==> config.mk <==
export PLATFORM = sky130hd
export DESIGN_NAME = simd_mac_stage
export DESIGN_NICKNAME = d
export VERILOG_FILES = /design/src/rtl/simd_mac_pkg.sv /design/src/rtl/simd_add.sv /design/src/rtl/simd_mac_stage.sv
export SDC_FILE = /design/constraint.sdc
export NUM_CORES = 1
export LEC_CHECK = 0
export ABC_AREA = 1
export CORE_ASPECT_RATIO = 0.5
export CORE_MARGIN = 2
export CORE_UTILIZATION = 60
export DETAILED_ROUTE_END_ITERATION = 16
export HOLD_SLACK_MARGIN = 0.1
export PLACE_DENSITY_LB_ADDON = 0.12
export SYNTH_ARGS = -nofsm -noshare
export SYNTH_HDL_FRONTEND = slang
export SYNTH_HIERARCHICAL = 1
export SYNTH_SLANG_ARGS = --single-unit
==> constraint.sdc <==
create_clock -name clk -period 19.66 [get_ports clk]
set_input_delay 3.932 -clock clk [delete_from_list [all_inputs] [get_ports clk]]
set_output_delay 3.932 -clock clk [all_outputs]
set_load 0.05 [all_outputs]
==> src/rtl/simd_mac_pkg.sv <==
// simd_mac_pkg
// Shared types and lane geometry for the post-multiply accumulate stage.
//   - MAC_* localparams : default lane geometry; the stage's parameters
//                         default to these so the stage-1 struct lines up
//   - SEW_IDX_*         : bit positions inside the one-hot SEW select
//   - mac_op_t          : accumulate operation after opcode decode
//   - mac_s1_t          : everything captured at issue, waiting for the product
package simd_mac_pkg;

   localparam int MAC_MIN_WIDTH = 8;
   localparam int MAC_MAX_WIDTH = 64;
   localparam int MAC_SEW_WIDTH = $clog2(MAC_MAX_WIDTH / MAC_MIN_WIDTH) + 1;
   localparam int MAC_TAG_WIDTH = 5;

   // Bit 0 of the one-hot SEW selects full-width elements, the top bit the
   // narrowest elements.
   localparam int SEW_IDX_MAX = 0;
   localparam int SEW_IDX_MIN = MAC_SEW_WIDTH - 1;

   typedef enum logic [1:0] {
      MAC_PASS = 2'b00,
      MAC_ADD  = 2'b01,
      MAC_SUB  = 2'b10
   } mac_op_t;

   typedef struct packed {
      mac_op_t                    op;
      logic [MAC_SEW_WIDTH-1:0]   sew;
      logic [MAC_MAX_WIDTH-1:0]   acc;
      logic [MAC_TAG_WIDTH-1:0]   tag;
   } mac_s1_t;

   // The reserved encoding 2'b11 behaves like a plain product pass-through.
   function automatic mac_op_t decode_op(input logic [1:0] raw);
      mac_op_t op;
      case (raw)
         2'b01:   op = MAC_ADD;
         2'b10:   op = MAC_SUB;
         default: op = MAC_PASS;
      endcase
      return op;
   endfunction

endpackage

==> src/rtl/simd_add.sv <==
// simd_add
// Combinational SEW-segmented adder/subtractor. The lane is split into
// MIN_WIDTH-bit segments; a carry is allowed to ripple from one segment into
// the next only when both belong to the same element at the selected SEW.
// Subtraction is a + ~b + 1 with the +1 injected at the base of every element.
// Ports:
//   a    in  MAX_WIDTH  minuend / addend
//   b    in  MAX_WIDTH  subtrahend / addend
//   sub  in  1          1 = a - b, 0 = a + b
//   sew  in  SEW_W      one-hot element width (bit 0 = MAX_WIDTH)
//   sum  out MAX_WIDTH  per-element result, modulo 2^SEW
module simd_add
   import simd_mac_pkg::*;
#(
   parameter int MIN_WIDTH = MAC_MIN_WIDTH,
   parameter int MAX_WIDTH = MAC_MAX_WIDTH
)(
   input  logic [MAX_WIDTH-1:0]                             a,
   input  logic [MAX_WIDTH-1:0]                             b,
   input  logic                                             sub,
   input  logic [$clog2(MAX_WIDTH/MIN_WIDTH):0]             sew,
   output logic [MAX_WIDTH-1:0]                             sum
);

   localparam int NSEG  = MAX_WIDTH / MIN_WIDTH;
   localparam int SEW_W = $clog2(MAX_WIDTH / MIN_WIDTH) + 1;

   logic [NSEG-1:0]      seg_start;
   logic [MAX_WIDTH-1:0] b_eff;

   // A segment starts a new element when its index is a multiple of the
   // element size (in segments) for the selected SEW. Segment 0 always
   // starts an element so a malformed (all-zero) SEW still subtracts sanely.
   for (genvar i = 0; i < NSEG; i++) begin : g_seg
      logic [SEW_W-1:0] hit;
      for (genvar k = SEW_IDX_MAX; k <= SEW_IDX_MIN; k++) begin : g_k
         assign hit[k] = sew[k] & ((i % ((MAX_WIDTH >> k) / MIN_WIDTH)) == 0);
      end
      assign seg_start[i] = (i == 0) | (|hit);
   end

   assign b_eff = sub ? ~b : b;

   // Ripple one segment at a time; at an element boundary the incoming carry
   // is replaced by the subtract flag, which both cuts the chain and supplies
   // the two's-complement +1.
   always_comb begin : p_ripple
      logic             carry;
      logic [MIN_WIDTH:0] seg_sum;
      sum     = '0;
      carry   = 1'b0;
      seg_sum = '0;
      for (int i = 0; i < NSEG; i++) begin
         if (seg_start[i]) begin
            carry = sub;
         end
         seg_sum = {1'b0, a[i*MIN_WIDTH +: MIN_WIDTH]}
                 + {1'b0, b_eff[i*MIN_WIDTH +: MIN_WIDTH]}
                 + {{MIN_WIDTH{1'b0}}, carry};
         sum[i*MIN_WIDTH +: MIN_WIDTH] = seg_sum[MIN_WIDTH-1:0];
         carry = seg_sum[MIN_WIDTH];
      end
   end

endmodule

==> src/rtl/simd_mac_stage.sv <==
// simd_mac_stage
// Accumulate stage directly behind the lane's SIMD multiplier. An issue is
// accepted in the cycle the multiplier samples its operands; the product
// arrives one cycle later, is combined with the captured accumulator operand
// (pass / add / subtract, segmented by SEW) and written into a small FIFO.
// The multiplier cannot stall, so issue is gated by a credit counter that
// reserves a FIFO slot for every accepted issue.
// Optional feature macro: SIMD_MAC_FLUSH_EN adds flush_i, which discards all
// in-flight and buffered results and restores full credit.
// Ports:
//   clk, rst            clock, asynchronous active-high reset
//   flush_i             (SIMD_MAC_FLUSH_EN only) discard everything
//   valid_i / ready_o   issue handshake
//   op_i, sew_i         operation and one-hot element width
//   acc_i, tag_i        accumulator operand and opaque tag, sampled at issue
//   prod_i              multiplier product, valid one cycle after issue
//   valid_o / ready_i   result handshake
//   result_o, tag_o, sew_o  registered head-of-FIFO result
module simd_mac_stage
   import simd_mac_pkg::*;
#(
   parameter int MIN_WIDTH = MAC_MIN_WIDTH,
   parameter int MAX_WIDTH = MAC_MAX_WIDTH,
   parameter int SEW_WIDTH = $clog2(MAX_WIDTH / MIN_WIDTH) + 1,
   parameter int TAG_WIDTH = MAC_TAG_WIDTH,
   parameter int DEPTH     = 4
)(
   input  logic                  clk,
   input  logic                  rst,
`ifdef SIMD_MAC_FLUSH_EN
   input  logic                  flush_i,
`endif
   input  logic                  valid_i,
   output logic                  ready_o,
   input  logic [1:0]            op_i,
   input  logic [SEW_WIDTH-1:0]  sew_i,
   input  logic [MAX_WIDTH-1:0]  acc_i,
   input  logic [TAG_WIDTH-1:0]  tag_i,
   input  logic [MAX_WIDTH-1:0]  prod_i,
   output logic                  valid_o,
   input  logic                  ready_i,
   output logic [MAX_WIDTH-1:0]  result_o,
   output logic [TAG_WIDTH-1:0]  tag_o,
   output logic [SEW_WIDTH-1:0]  sew_o
);

   localparam int PTR_W = $clog2(DEPTH);
   localparam int CNT_W = $clog2(DEPTH) + 1;
   localparam logic [CNT_W-1:0] FULL_CREDIT = CNT_W'(DEPTH);

   logic                 flush;
   logic [CNT_W-1:0]     credits;
   logic                 accept;
   logic                 pop;

   logic                 s1_valid;
   mac_s1_t              s1;

   logic [MAX_WIDTH-1:0] add_sum;
   logic [MAX_WIDTH-1:0] wr_result;
   logic                 wr;

   logic [MAX_WIDTH-1:0] mem_result [DEPTH];
   logic [TAG_WIDTH-1:0] mem_tag    [DEPTH];
   logic [SEW_WIDTH-1:0] mem_sew    [DEPTH];
   logic [PTR_W-1:0]     wr_ptr;
   logic [PTR_W-1:0]     rd_ptr;
   logic [PTR_W-1:0]     rd_ptr_n;
   logic [CNT_W-1:0]     count;
   logic [CNT_W-1:0]     count_n;

`ifdef SIMD_MAC_FLUSH_EN
   assign flush = flush_i;
`else
   assign flush = 1'b0;
`endif

   // Credits count FIFO slots not yet promised to an issue, so they also
   // cover the entry sitting in stage 1. Readiness never looks at valid_i.
   assign ready_o = (credits != '0) && !flush;
   assign accept  = valid_i && ready_o;
   assign pop     = valid_o && ready_i && !flush;

   always_ff @(posedge clk or posedge rst) begin
      if (rst) begin
         credits <= FULL_CREDIT;
      end else if (flush) begin
         credits <= FULL_CREDIT;
      end else begin
         case ({accept, pop})
            2'b10:   credits <= credits - CNT_W'(1);
            2'b01:   credits <= credits + CNT_W'(1);
            default: credits <= credits;
         endcase
      end
   end

   // Stage 1 holds the issue-time operands until the product shows up.
   always_ff @(posedge clk or posedge rst) begin
      if (rst) begin
         s1_valid <= 1'b0;
         s1       <= '0;
      end else begin
         s1_valid <= accept;
         if (accept) begin
            s1 <= '{op: decode_op(op_i), sew: sew_i, acc: acc_i, tag: tag_i};
         end
      end
   end

   simd_add #(
      .MIN_WIDTH (MIN_WIDTH),
      .MAX_WIDTH (MAX_WIDTH)
   ) u_add (
      .a   (s1.acc),
      .b   (prod_i),
      .sub (s1.op == MAC_SUB),
      .sew (s1.sew),
      .sum (add_sum)
   );

   // Stage 2 always writes when stage 1 is occupied: the credit taken at
   // issue guarantees a free slot. A flush drops the in-flight entry.
   assign wr        = s1_valid && !flush;
   assign wr_result = (s1.op == MAC_PASS) ? prod_i : add_sum;

   assign rd_ptr_n = rd_ptr + PTR_W'(pop);
   assign count_n  = count + CNT_W'(wr) - CNT_W'(pop);

   always_ff @(posedge clk) begin
      if (wr) begin
         mem_result[wr_ptr] <= wr_result;
         mem_tag[wr_ptr]    <= s1.tag;
         mem_sew[wr_ptr]    <= s1.sew;
      end
   end

   // The output registers mirror the entry that will be at the head after
   // this edge. When that entry is the one being written right now it is
   // taken from the write data, which is what lets an empty FIFO present a
   // result the cycle after the write. Only a pop moves the head, so the
   // outputs hold while the consumer stalls.
   always_ff @(posedge clk or posedge rst) begin
      if (rst) begin
         wr_ptr   <= '0;
         rd_ptr   <= '0;
         count    <= '0;
         valid_o  <= 1'b0;
         result_o <= '0;
         tag_o    <= '0;
         sew_o    <= '0;
      end else if (flush) begin
         wr_ptr   <= '0;
         rd_ptr   <= '0;
         count    <= '0;
         valid_o  <= 1'b0;
      end else begin
         wr_ptr  <= wr_ptr + PTR_W'(wr);
         rd_ptr  <= rd_ptr_n;
         count   <= count_n;
         valid_o <= (count_n != '0);
         if (count_n != '0) begin
            if (wr && (wr_ptr == rd_ptr_n)) begin
               result_o <= wr_result;
               tag_o    <= s1.tag;
               sew_o    <= s1.sew;
            end else begin
               result_o <= mem_result[rd_ptr_n];
               tag_o    <= mem_tag[rd_ptr_n];
               sew_o    <= mem_sew[rd_ptr_n];
            end
         end
      end
   end

endmodule
==> metrics.md, run 1 <==
| Metric | Value |
|---|---|
| Final Wtd Congestion | `0.8854` |
| Post-CTS Resized | `0` |
| Max Clk Rate | `66.36 MHz` |
| Skew-Pair Late Insertion Delay | `550 ps` |
| Total Power | `5.242 mW` |
| Met2 usage | `0.5012` |
| Internal power | `2.774 mW` |
| Initial antenna violation count | `5` |
| Die Ht | `144.9 µm` |
| Postcts setup bufs | `0` |
| Overall routing resource usage | `0.2994` |
| Number of global-route vias before repair | `18390` |
| Vias per inst | `5.372` |
| Power share of the clock group | `0.165` |
| Syn Inst Count | `2794` |
| Adder-Cell Fraction of Synth Area | `0.04527` |
| Initial core utilization | `0.6111` |
| Switch share | `0.4707` |
| Max incr delay on CP | `490 ps` |
| Ranking of synthesized cells by area | `edfxtp_1 37%, dfrtp_1 17%, nand2_1 15%, inv_1 6.3%, nand3_1 5.5%` |
| PwrDens | `189.9 mW/mm²` |
| Most frequent CP cell | `nand2_1` |
| Grt total ovfl | `0` |
| Final hold vios | `0` |
| Post-synthesis cell type count | `35` |
| Vias | `18900` |
| Register area share after synthesis | `0.5362` |
| Max IR drop VDD | `172.8 µV` |
| Area grow syn2layout | `15.84%` |
| Worst Setup Start Kind | `primary input` |
| IO Pins | `218` |
| Slew headroom | `0.2341` |
| Synth Cell Area | `0.02382 mm²` |
| Worst Hold Class | `reg2reg` |
| First-pass DRT Iterations | `6` |
| Full die area | `0.04141 mm²` |
| Synth Register Bits | `452` |
| Met3 usage | `0.05487` |
| Sinks on Clock Net | `452` |
| Clock Skews | `18.87 ps` |
| Syn Area/Cell | `8.527 µm²` |
| Clock buffer depth | `3` |
| Crit path time final | `15070 ps` |
| Final layout net count | `3169` |
| H-Tree Depth | `2` |
| WP data arrival | `15510 ps` |
| RSZ-0062 raised after global routing | `no` |
| TritonCTS clock tree | `built` |
| CP max-delay cell | `clkdlybuf4s50_1` |
| Crit path kind | `in2reg` |
| Synth top area share | `0.3680` |
| Routed Antenna Nets | `0` |
| Post-CTS Hold Buffers | `0` |
| Routed wire length | `61870 µm` |
| Endpoint type of the worst setup path | `register` |
| Dpl cell area | `0.02614 mm²` |
| DRC violations left | `0` |
| Tcrit/Tclk final | `0.7665` |
| First-pass GRT wire length | `97610 µm` |
| Rows | `51` |
| Met1 Use GR | `0.4012` |
| Fillers | `3005` |
| Max FO, Critical Path | `3` |
| Number of DRC markers in iteration 0 | `1836` |
| Sequential Power Share | `0.301` |
| Combinational family with the most area after synthesis | `simple AND/OR/NAND/NOR gates` |
| Compound-cell area share of the yosys netlist | `0.04506` |
| Number of setup violations in the final report | `0` |
| Yosys Warn Count | `6` |
| Root Buffer | `clkbuf_16` |
| Static leakage | `13.37 nW` |
| Critical Path RT | `20100 ps` |
| Simple-gate area share of the yosys netlist | `0.2421` |
| Pin count of the biggest net entering global routing | `95` |
| Layout cells sized above 1 | `0.03954` |
| Setup_tns | `0 ps` |
| Dpl hpwl | `36450 µm` |
| Max-Cap Viols | `0` |
| Post-synthesis mux area share | `0.0004727` |
| Gr busiest metal | `met2` |
| Power share of the combinational group | `0.533` |
| Net switching power | `2.468 mW` |
| TritonCTS Buffers | `42` |
| Status | `complete, no violations` |
| Total core area | `0.03899 mm²` |
| Port Buffers | `217` |
| Slew Viols, Final | `0` |
| DR WL/cell | `17.59 µm` |
| Mapped Nets | `3013` |
| Worst-Margin Slew | `1149 ps` |
| XOR/XNOR Fraction of Synth Area | `0.03309` |
| CTS clock-pin slew for the worst setup and hold paths | `60 ps` |
| Post-route cell area | `0.02760 mm²` |
| Die W | `285.8 µm` |
| Area leader, netlist | `edfxtp_1` |
-- power groups by stage --
stage / Sequential [mW] / Clock [mW] / Combinational [mW]
floorplan: 1.84 / 0 / 1.75
global placement: 1.59 / 0 / 2.69
detailed placement: 1.60 / 0 / 2.76
CTS: 1.58 / 0.875 / 2.78
global route: 1.61 / 0.917 / 3.08
finish: 1.58 / 0.867 / 2.80
-- final timing paths --
| check | start | endpoint | slack [ps] | cells past startpoint |
|---|---|---|---|---|
| setup / recovery | prod_i[0] | result_o[62] | 4590 | 55 |
| hold / removal | s1[29] | s1[29] | 490 | 2 |
| setup reg to reg | s1[73] | result_o[62] | 7160 | 55 |
| hold reg to reg | s1[29] | s1[29] | 490 | 2 |
| max in group asynchronous | rst | result_o[8] | 14010 | 4 |
| min in group asynchronous | rst | s1[57] | 3860 | 2 |
-- stage by stage --
stage | instances | hold slack, ps | worst slack [ps] | util
floorplan | 2794 | 448.8 | 6017 | -
global placement | 3436 | 461.9 | 4316 | 0.6704
detailed placement | 3436 | 469.3 | 4112 | 0.6704
CTS | 3514 | 485.1 | 4654 | 0.7076
global route | 3518 | 507.9 | 3850 | 0.7079
finish | 3518 | 486.0 | 4590 | 0.7079
-- layout by cell type, fill, tap and decap left out, types with 2 or more instances in the layout --
cell	netlist	routed
nand2_1	971	967
inv_1	400	399
edfxtp_1	292	292
nand3_1	262	261
clkdlybuf4s50_1	0	217
nor2_1	184	180
dfrtp_1	159	159
o21ai_0	96	96
xor2_1	68	68
o21ai_1	61	61
ha_1	59	58
clkbuf_16	0	45
a21oi_1	29	29
buf_4	34	26
xnor2_1	22	22
fa_1	17	17
clkinv_1	0	9
a21o_1	9	9
clkbuf_1	14	8
bufinv_16	0	6
clkinv_2	0	6
nand2_2	2	5
nor2_4	0	5
o21ai_2	5	5
nand4_1	5	5
diode_2	0	4
inv_2	5	4
nand3_4	1	2
nor3_2	0	2
clkbuf_8	0	2
and3_1	2	2
o21bai_1	2	2
-- routing by layer --
metal / routed length (µm) / vias up
met2: 30110 / 718
met1: 25840 / 8998
li1: - / 9090
met5: 0 / -
met4: 1274 / 0
met3: 4643 / 91
-- logic make-up (layout without fill, tap and decap cells) --
kind of cell,after synthesis,after routing
XOR/XNOR,90,90
other,0,4
flip-flops,452,452
AO/OA/AOI/OAI,204,204
buffers and inverters,536,726
multiplexers,1,1
AND/OR/NAND/NOR,1435,1435
adder cells (fa/ha/maj),76,76
-- state kept, by name, summed over array words and instances, names as in the netlist --
register	flops
mem_result	256
mem_sew	16
mem_tag	20
result_o	64
credits	3
tag_o	5
wr_ptr	2
sew_o	4
s1	75
rd_ptr	2
count	3
s1_valid	1
valid_o	1
-- cells in the mapped netlist --
cell,n
nand2_1,971
inv_1,400
edfxtp_1,292
nand3_1,262
nor2_1,184
dfrtp_1,159
o21ai_0,96
buf_2,69
xor2_1,68
o21ai_1,61
ha_1,59
buf_4,34
a21oi_1,29
xnor2_1,22
fa_1,17
buf_6,14
clkbuf_1,14
a21o_1,9
inv_2,5
nand4_1,5
o21ai_2,5
nor3_1,3
and3_1,2
nand2_2,2
o21bai_1,2
a211o_1,1
and2_1,1
dfstp_2,1
mux2_2,1
nand3_4,1
nand3b_1,1
nor2_2,1
o31ai_1,1
or2_1,1
or2_2,1
-- critical path: cells and delay by family --
kind                     cells  cell delay, ps
AO/OA/AOI/OAI                9            2130
adder cells (fa/ha/maj)     15            6160
buffers and inverters        3             640
AND/OR/NAND/NOR             28            2630
-- area by class of cell --
cell class	instances	area, µm²	area share
timing repair buffer	243	2367	0.08577
clock inverter	23	267.8	0.009702
sequential	452	12770	0.4628
inverter	405	1528	0.05535
tap	530	663.1	0.02403
multi-input combinational	1806	8806	0.3191
clock buffer	55	1184	0.04289
antenna	4	10.01	0.0003627
Note: power is estimated with default switching activity, not from simulation.
==> run 2, diff against run 1 <==
CORE_UTILIZATION = 53   (was 60)
clock period = 12.95 ns   (was 19.66 ns; I/O delays follow)
==> metrics.md, run 2 (synthesis gave the netlist of run 1 again) <==
| Metric | Value |
|---|---|
| Crit path kind | `in2reg` |
| Number of DRC markers in iteration 0 | `1469 (-20%)` |
| Worst-Margin Slew | `1215 ps (+66.19 ps)` |
| Setup_tns | `0 ps (unchanged)` |
| Worst Hold Class | `reg2reg` |
| RSZ-0062 raised after global routing | `no` |
| Final Wtd Congestion | `0.8623 (-2.6%)` |
| Power share of the combinational group | `0.538 (+0.005)` |
| Max-Cap Viols | `0 (unchanged)` |
| Final hold vios | `0 (unchanged)` |
| Port Buffers | `217 (unchanged)` |
| Max FO, Critical Path | `3 (unchanged)` |
| Setup WS pre-CTS | `-739.8 ps (-4852 ps)` |
| Rows | `54 (+5.9%)` |
| Total Power | `8.013 mW (+53%)` |
| WP data arrival | `12800 ps (-2710 ps)` |
| Met1 wire length | `27100 µm (+4.9%)` |
| Endpoint type of the worst setup path | `register` |
| Net switching power | `3.748 mW (+52%)` |
| Tcrit/Tclk final | `0.9541` |
| Full die area | `0.04677 mm² (+13%)` |
| Slew Viols, Final | `0 (unchanged)` |
| Switch share | `0.4678 (-0.002969)` |
| Largest Register | `mem_result` |
| Met2 WL | `30030 µm (-0.28%)` |
| Biggest registers after layout | `mem_result (256), s1 (75), result_o (64)` |
| Routed Antenna Nets | `0 (unchanged)` |
| Vias | `18840 (-0.32%)` |
| Die W | `303.8 µm (+6.3%)` |
| Power share of the clock group | `0.163 (-0.002)` |
| PwrDens | `286.6 mW/mm² (+51%)` |
| Crit path time final | `12360 ps` |
| Static leakage | `13.53 nW (+1.2%)` |
| First-pass GRT wire length | `97690 µm (about the same)` |
| Initial antenna violation count | `3 (-2)` |
| Skew-Pair Late Insertion Delay | `560 ps (about the same)` |
| Critical Path RT | `13400 ps (-6700 ps)` |
| Clock buffer depth | `3 (unchanged)` |
| First-pass DRT Iterations | `5 (-1)` |
| Post-CTS Resized | `7 (+7)` |
| Initial core utilization | `0.5416 (-0.06941)` |
| Area grow syn2layout | `17.34%` |
| Pin count of the biggest net entering global routing | `95 (unchanged)` |
| Most frequent cells in the layout | `967 x nand2_1, 399 x inv_1, 292 x edfxtp_1` |
| Overall routing resource usage | `0.2664 (-0.03300)` |
| Sinks on Clock Net | `452 (unchanged)` |
| Final layout net count | `3199 (+0.95%)` |
| Die Ht | `153.9 µm (+6.2%)` |
| Vias per inst | `5.226 (-2.7%)` |
| Most frequent CP cell | `nand2_1` |
| Total core area | `0.04398 mm² (+13%)` |
| Worst Setup Start Kind | `primary input` |
| Max layer used | `met4` |
| Postcts setup bufs | `0 (unchanged)` |
| Largest register FFs | `256 (unchanged)` |
| Sequential Power Share | `0.299 (-0.002)` |
| Routed wire length | `62500 µm (+1.0%)` |
| Post-CTS Hold Buffers | `0 (unchanged)` |
| Grt total ovfl | `0 (unchanged)` |
| Layout Utilization | `0.6356 (-0.07230)` |
| Slew headroom | `0.1881 (-0.04605)` |
| IO Pins | `218 (unchanged)` |
| DRC violations left | `0 (unchanged)` |
| Internal power | `4.265 mW (+54%)` |
| Final setup margin | `594.5 ps (-3995 ps)` |
| TritonCTS Buffers | `42 (unchanged)` |
| Layout cells sized above 1 | `0.05806 (+0.01852)` |
| Most common cell after layout, fill and taps aside | `nand2_1` |
| Clock Skews | `19.12 ps (+0.2540 ps)` |
| Dpl hpwl | `37880 µm (+3.9%)` |
| Root Buffer | `clkbuf_16` |
| Final hold slack | `475.4 ps (-10.53 ps)` |
| CTS clock-pin slew for the worst setup and hold paths | `70 ps (about the same)` |
| Register area | `0.01277 mm² (unchanged)` |
| Number of global-route vias before repair | `18040 (-1.9%)` |
| TritonCTS clock tree | `built` |
| WL met3 | `3724 µm (-20%)` |
| H-Tree Depth | `2 (unchanged)` |
| Max IR drop VDD | `223.9 µV (+30%)` |
| DR WL/cell | `17.34 µm (-1.4%)` |
| Max incr delay on CP | `500 ps (about the same)` |
| Max Clk Rate | `80.94 MHz` |
| Number of setup violations in the final report | `0 (unchanged)` |
| Status | `complete, no violations` |
| Fillers | `3673 (+22%)` |
| Area of the multi-input gates | `0.008862 mm² (+0.64%)` |
| CP max-delay cell | `clkdlybuf4s50_1` |
## run 2: layout make-up
class,count,share of cell area
inverter,405,0.05469
multi-input combinational,1806,0.3170
sequential,452,0.4569
clock buffer,63,0.04740
antenna,2,0.0001790
timing repair buffer,273,0.09274
clock inverter,15,0.004744
tap,588,0.02632
## run 2: power by group through the flow
stage	sequential [mW]	clock [mW]	combinational, mW
after floorplan	2.80	0	2.66
after global placement	2.41	0	4.19
after detailed placement	2.42	0	4.27
after CTS	2.40	1.32	4.30
after global routing	2.44	1.38	4.80
final	2.39	1.31	4.31
## run 2: final timing paths
kind,from,endpoint,slack (ps),depth (start not counted)
worst max-delay path,prod_i[0],result_o[58],590,55
worst min-delay path,s1[45],s1[45],480,2
worst max register to register,s1[73],result_o[58],2020,55
worst min register to register,s1[45],s1[45],480,2
max in group asynchronous,rst,s1[27],8850,3
min in group asynchronous,rst,s1[59],2590,2
## run 2: metal layers
metal  vias up  track usage
met3       102      0.04011
met1      9047       0.3571
met4         0      0.08055
li1       9139            -
met2       548       0.4519
met5         -            0
## run 2: worst max-delay path: cells and delay by family
family | cells | cell delay, ps
AOI/OAI and AO/OA | 9 | 1780
xor gates and xnor gates | 1 | 50
adders and majority gates | 15 | 5360
buffers and inverters | 5 | 890
and+or+nand+nor | 25 | 2110
## run 2: metrics by stage
| step | area (µm²) | instances |
|---|---|---|
| after global placement | 26440 | 3524 |
| after CTS | 27920 | 3602 |
| after global routing | 27960 | 3604 |
| after floorplan | 23820 | 2794 |
| final | 27960 | 3604 |
| after detailed placement | 26440 | 3524 |
==> edit (flow settings as in run 2) <==
`MAC_MIN_WIDTH`: 8 -> 16.
--- a/src/rtl/simd_mac_pkg.sv
+++ b/src/rtl/simd_mac_pkg.sv
@@ -7,7 +7,7 @@
 //   - mac_s1_t          : everything captured at issue, waiting for the product
 package simd_mac_pkg;
 
-   localparam int MAC_MIN_WIDTH = 8;
+   localparam int MAC_MIN_WIDTH = 16;
    localparam int MAC_MAX_WIDTH = 64;
    localparam int MAC_SEW_WIDTH = $clog2(MAC_MAX_WIDTH / MAC_MIN_WIDTH) + 1;
    localparam int MAC_TAG_WIDTH = 5;
Interface: changed (resized sew_i and sew_o); port bits go from 218 to 216. No check against the original RTL was run, so the function may have changed too.
==> edit against run 2 <==
First-iteration DRC count is 8.4% higher; total power down 1.1%; die area shrank 0.24%; wire length grew 0.40%; setup slack gained 3500 ps; synthesized area decreased by 0.24%; global-route usage is 0.37 points higher; sequential cell count down 6; via count grew 2.2%; critical path depth is 16 lower; cell area fell by 0.69%; combinational power barely moved; count of clock-buffer cells in the layout fell by 2.
==> edit: results (changes against run 2) <==
Clock tree
  • Clk_lat worst skew: 550 ps
  • Clk buf depth: 3 (unchanged)
  • CTS resizes: 0 (was 7)
  • CTS HTree Levels: 2 (unchanged)

Synthesis
  • Top cells by area, synth: edfxtp_1 36%, dfrtp_1 17%, nand2_1 16% (was edfxtp_1 37%, dfrtp_1 17%, nand2_1 15%)
  • Syn Nets: 3,094 (was 3,013)
  • EDFF count, synth: 288 (was 292)
  • Most frequent cells after synthesis: 1,011 x nand2_1, 387 x inv_1, 288 x edfxtp_1, 267 x nand3_1, 206 x nor2_1 (was 971 x nand2_1, 400 x inv_1, 292 x edfxtp_1, 262 x nand3_1, 184 x nor2_1)
  • Fraction of registers with async set/reset: 35.4% (about the same)
  • Yosys cell types: 33 (was 35)

Route
  • Routed vias/inst: 5.26 (was 5.23)
  • Drt pass-1 iters: 6 (was 5)
  • Met2 routed WL: 30,100 microns (was 30,000 microns)
  • Metal1 wirelength: 27,200 microns (was 27,100 microns)
  • Final wirelength: 62,700 microns (was 62,500 microns)
  • Met3 routed WL: 4120 microns (was 3720 microns)
  • First-iteration detailed-routing DRC count: 1,593 (was 1,469)

Cells and area
  • Largest regs: mem_result x256, s1 x74, result_o x64 (was mem_result x256, s1 x75, result_o x64)
  • Layout cells sized above 1: 3.65% (was 5.81%)
  • Nets: 3,251 (was 3,199)

Power and ir drop
  • Worst vdd ir: 321 uV (was 224 uV)
  • Leakage: 13.4 nW (was 13.5 nW)
  • Int Power: 4.13 mW (was 4.26 mW)
  • P_clk: 1.25 mW (was 1.31 mW)
  • Combinational cell power: 4.30 mW (was 4.31 mW)

Place
  • IO Port Bufs: 215 (was 217)
  • Post-DP Area: 26,400 sq um (about the same)
  • Hpwl dp: 38,300 microns (was 37,900 microns)
  • Gp weighted congestion: 0.894 (was 0.862)
  • DP Worst Slack: 3680 ps (was -740 ps)

Global routing
  • Vias in the first global route: 18,600 (was 18,000)
  • First-pass GRT wire length: 98,800 microns (was 97,700 microns)
  • GRT Resource Usage Total: 27.0% (was 26.6%)
  • Met2 usage: 45.6% (was 45.2%)
  • Largest net degree at the start of global routing: 100 (was 95)
  • GRT met1 Usage: 36.5% (was 35.7%)
  • GR Util met3: 4.15% (was 4.01%)

Timing
  • Worst clock skew: 19.4 ps (was 19.1 ps)
  • Max-slew headroom: 23.3% (was 18.8%)

Setup path
  • Worst Path Arrival: 9260 ps (was 12,800 ps)
  • CP top delay family: simple AND/OR/NAND/NOR gates (was adder cells)
  • Maximum net fanout on the critical path: 4 (was 3)

Outcome
  • Status: complete, no violations (unchanged)
## edit: logic make-up (layout without fill, tap and decap cells)
| logic type | after synthesis | count (layout) | share of synthesized area, % |
|---|---|---|---|
| xor+xnor | 96 | 96 | 3.54 |
| fa+ha+maj | 72 | 72 | 4.07 |
| compound gates | 241 | 241 | 5.25 |
| buf+inv | 513 | 704 | 8.50 |
| simple gates | 1511 | 1511 | 25.6 |
| mux | 1 | 1 | 0.0474 |
| other cells | 0 | 2 | 0 |
| flops | 446 | 446 | 53.0 |
## edit: per-stage QoR
| step | instances | util, % |
|---|---|---|
| detailed placement | 3581 | 60.0 |
| global route | 3661 | 63.2 |
| floorplan | 2880 | - |
| global placement | 3581 | 60.0 |
| CTS | 3659 | 63.2 |
| finish | 3661 | 63.2 |
## edit: area by class of cell
| class | instances | area (sq um) |
|---|---|---|
| antenna | 2 | 5.00 |
| clock buffer | 61 | 1270 |
| clock inverter | 17 | 119 |
| fill | 3794 | 16200 |
| inverter | 388 | 1470 |
| multi-input combinational | 1921 | 9240 |
| sequential | 446 | 12600 |
| tap | 588 | 736 |
| timing repair buffer | 238 | 2320 |
## edit: worst register-to-register path: cells and delay by family (launching register included)
| family | cells | cell delay [ps] |
|---|---|---|
| DFF | 1 | 390 |
| buffers and inverters | 3 | 740 |
| adders and majority gates | 7 | 2440 |
| AOI/OAI and AO/OA | 5 | 1210 |
| and+or+nand+nor | 26 | 3090 |
## edit: worst paths after layout
check,start,endpoint,slack (ps),depth (start not counted)
worst min register to register,s1[53],s1[53],480,2
worst max register to register,s1[73],result_o[62],4990,41
worst min-delay path,s1[53],s1[53],480,2
worst max-delay path,prod_i[0],result_o[62],4140,39
min in group asynchronous,rst,s1[60],2660,2
max in group asynchronous,rst,result_o[13],8840,3
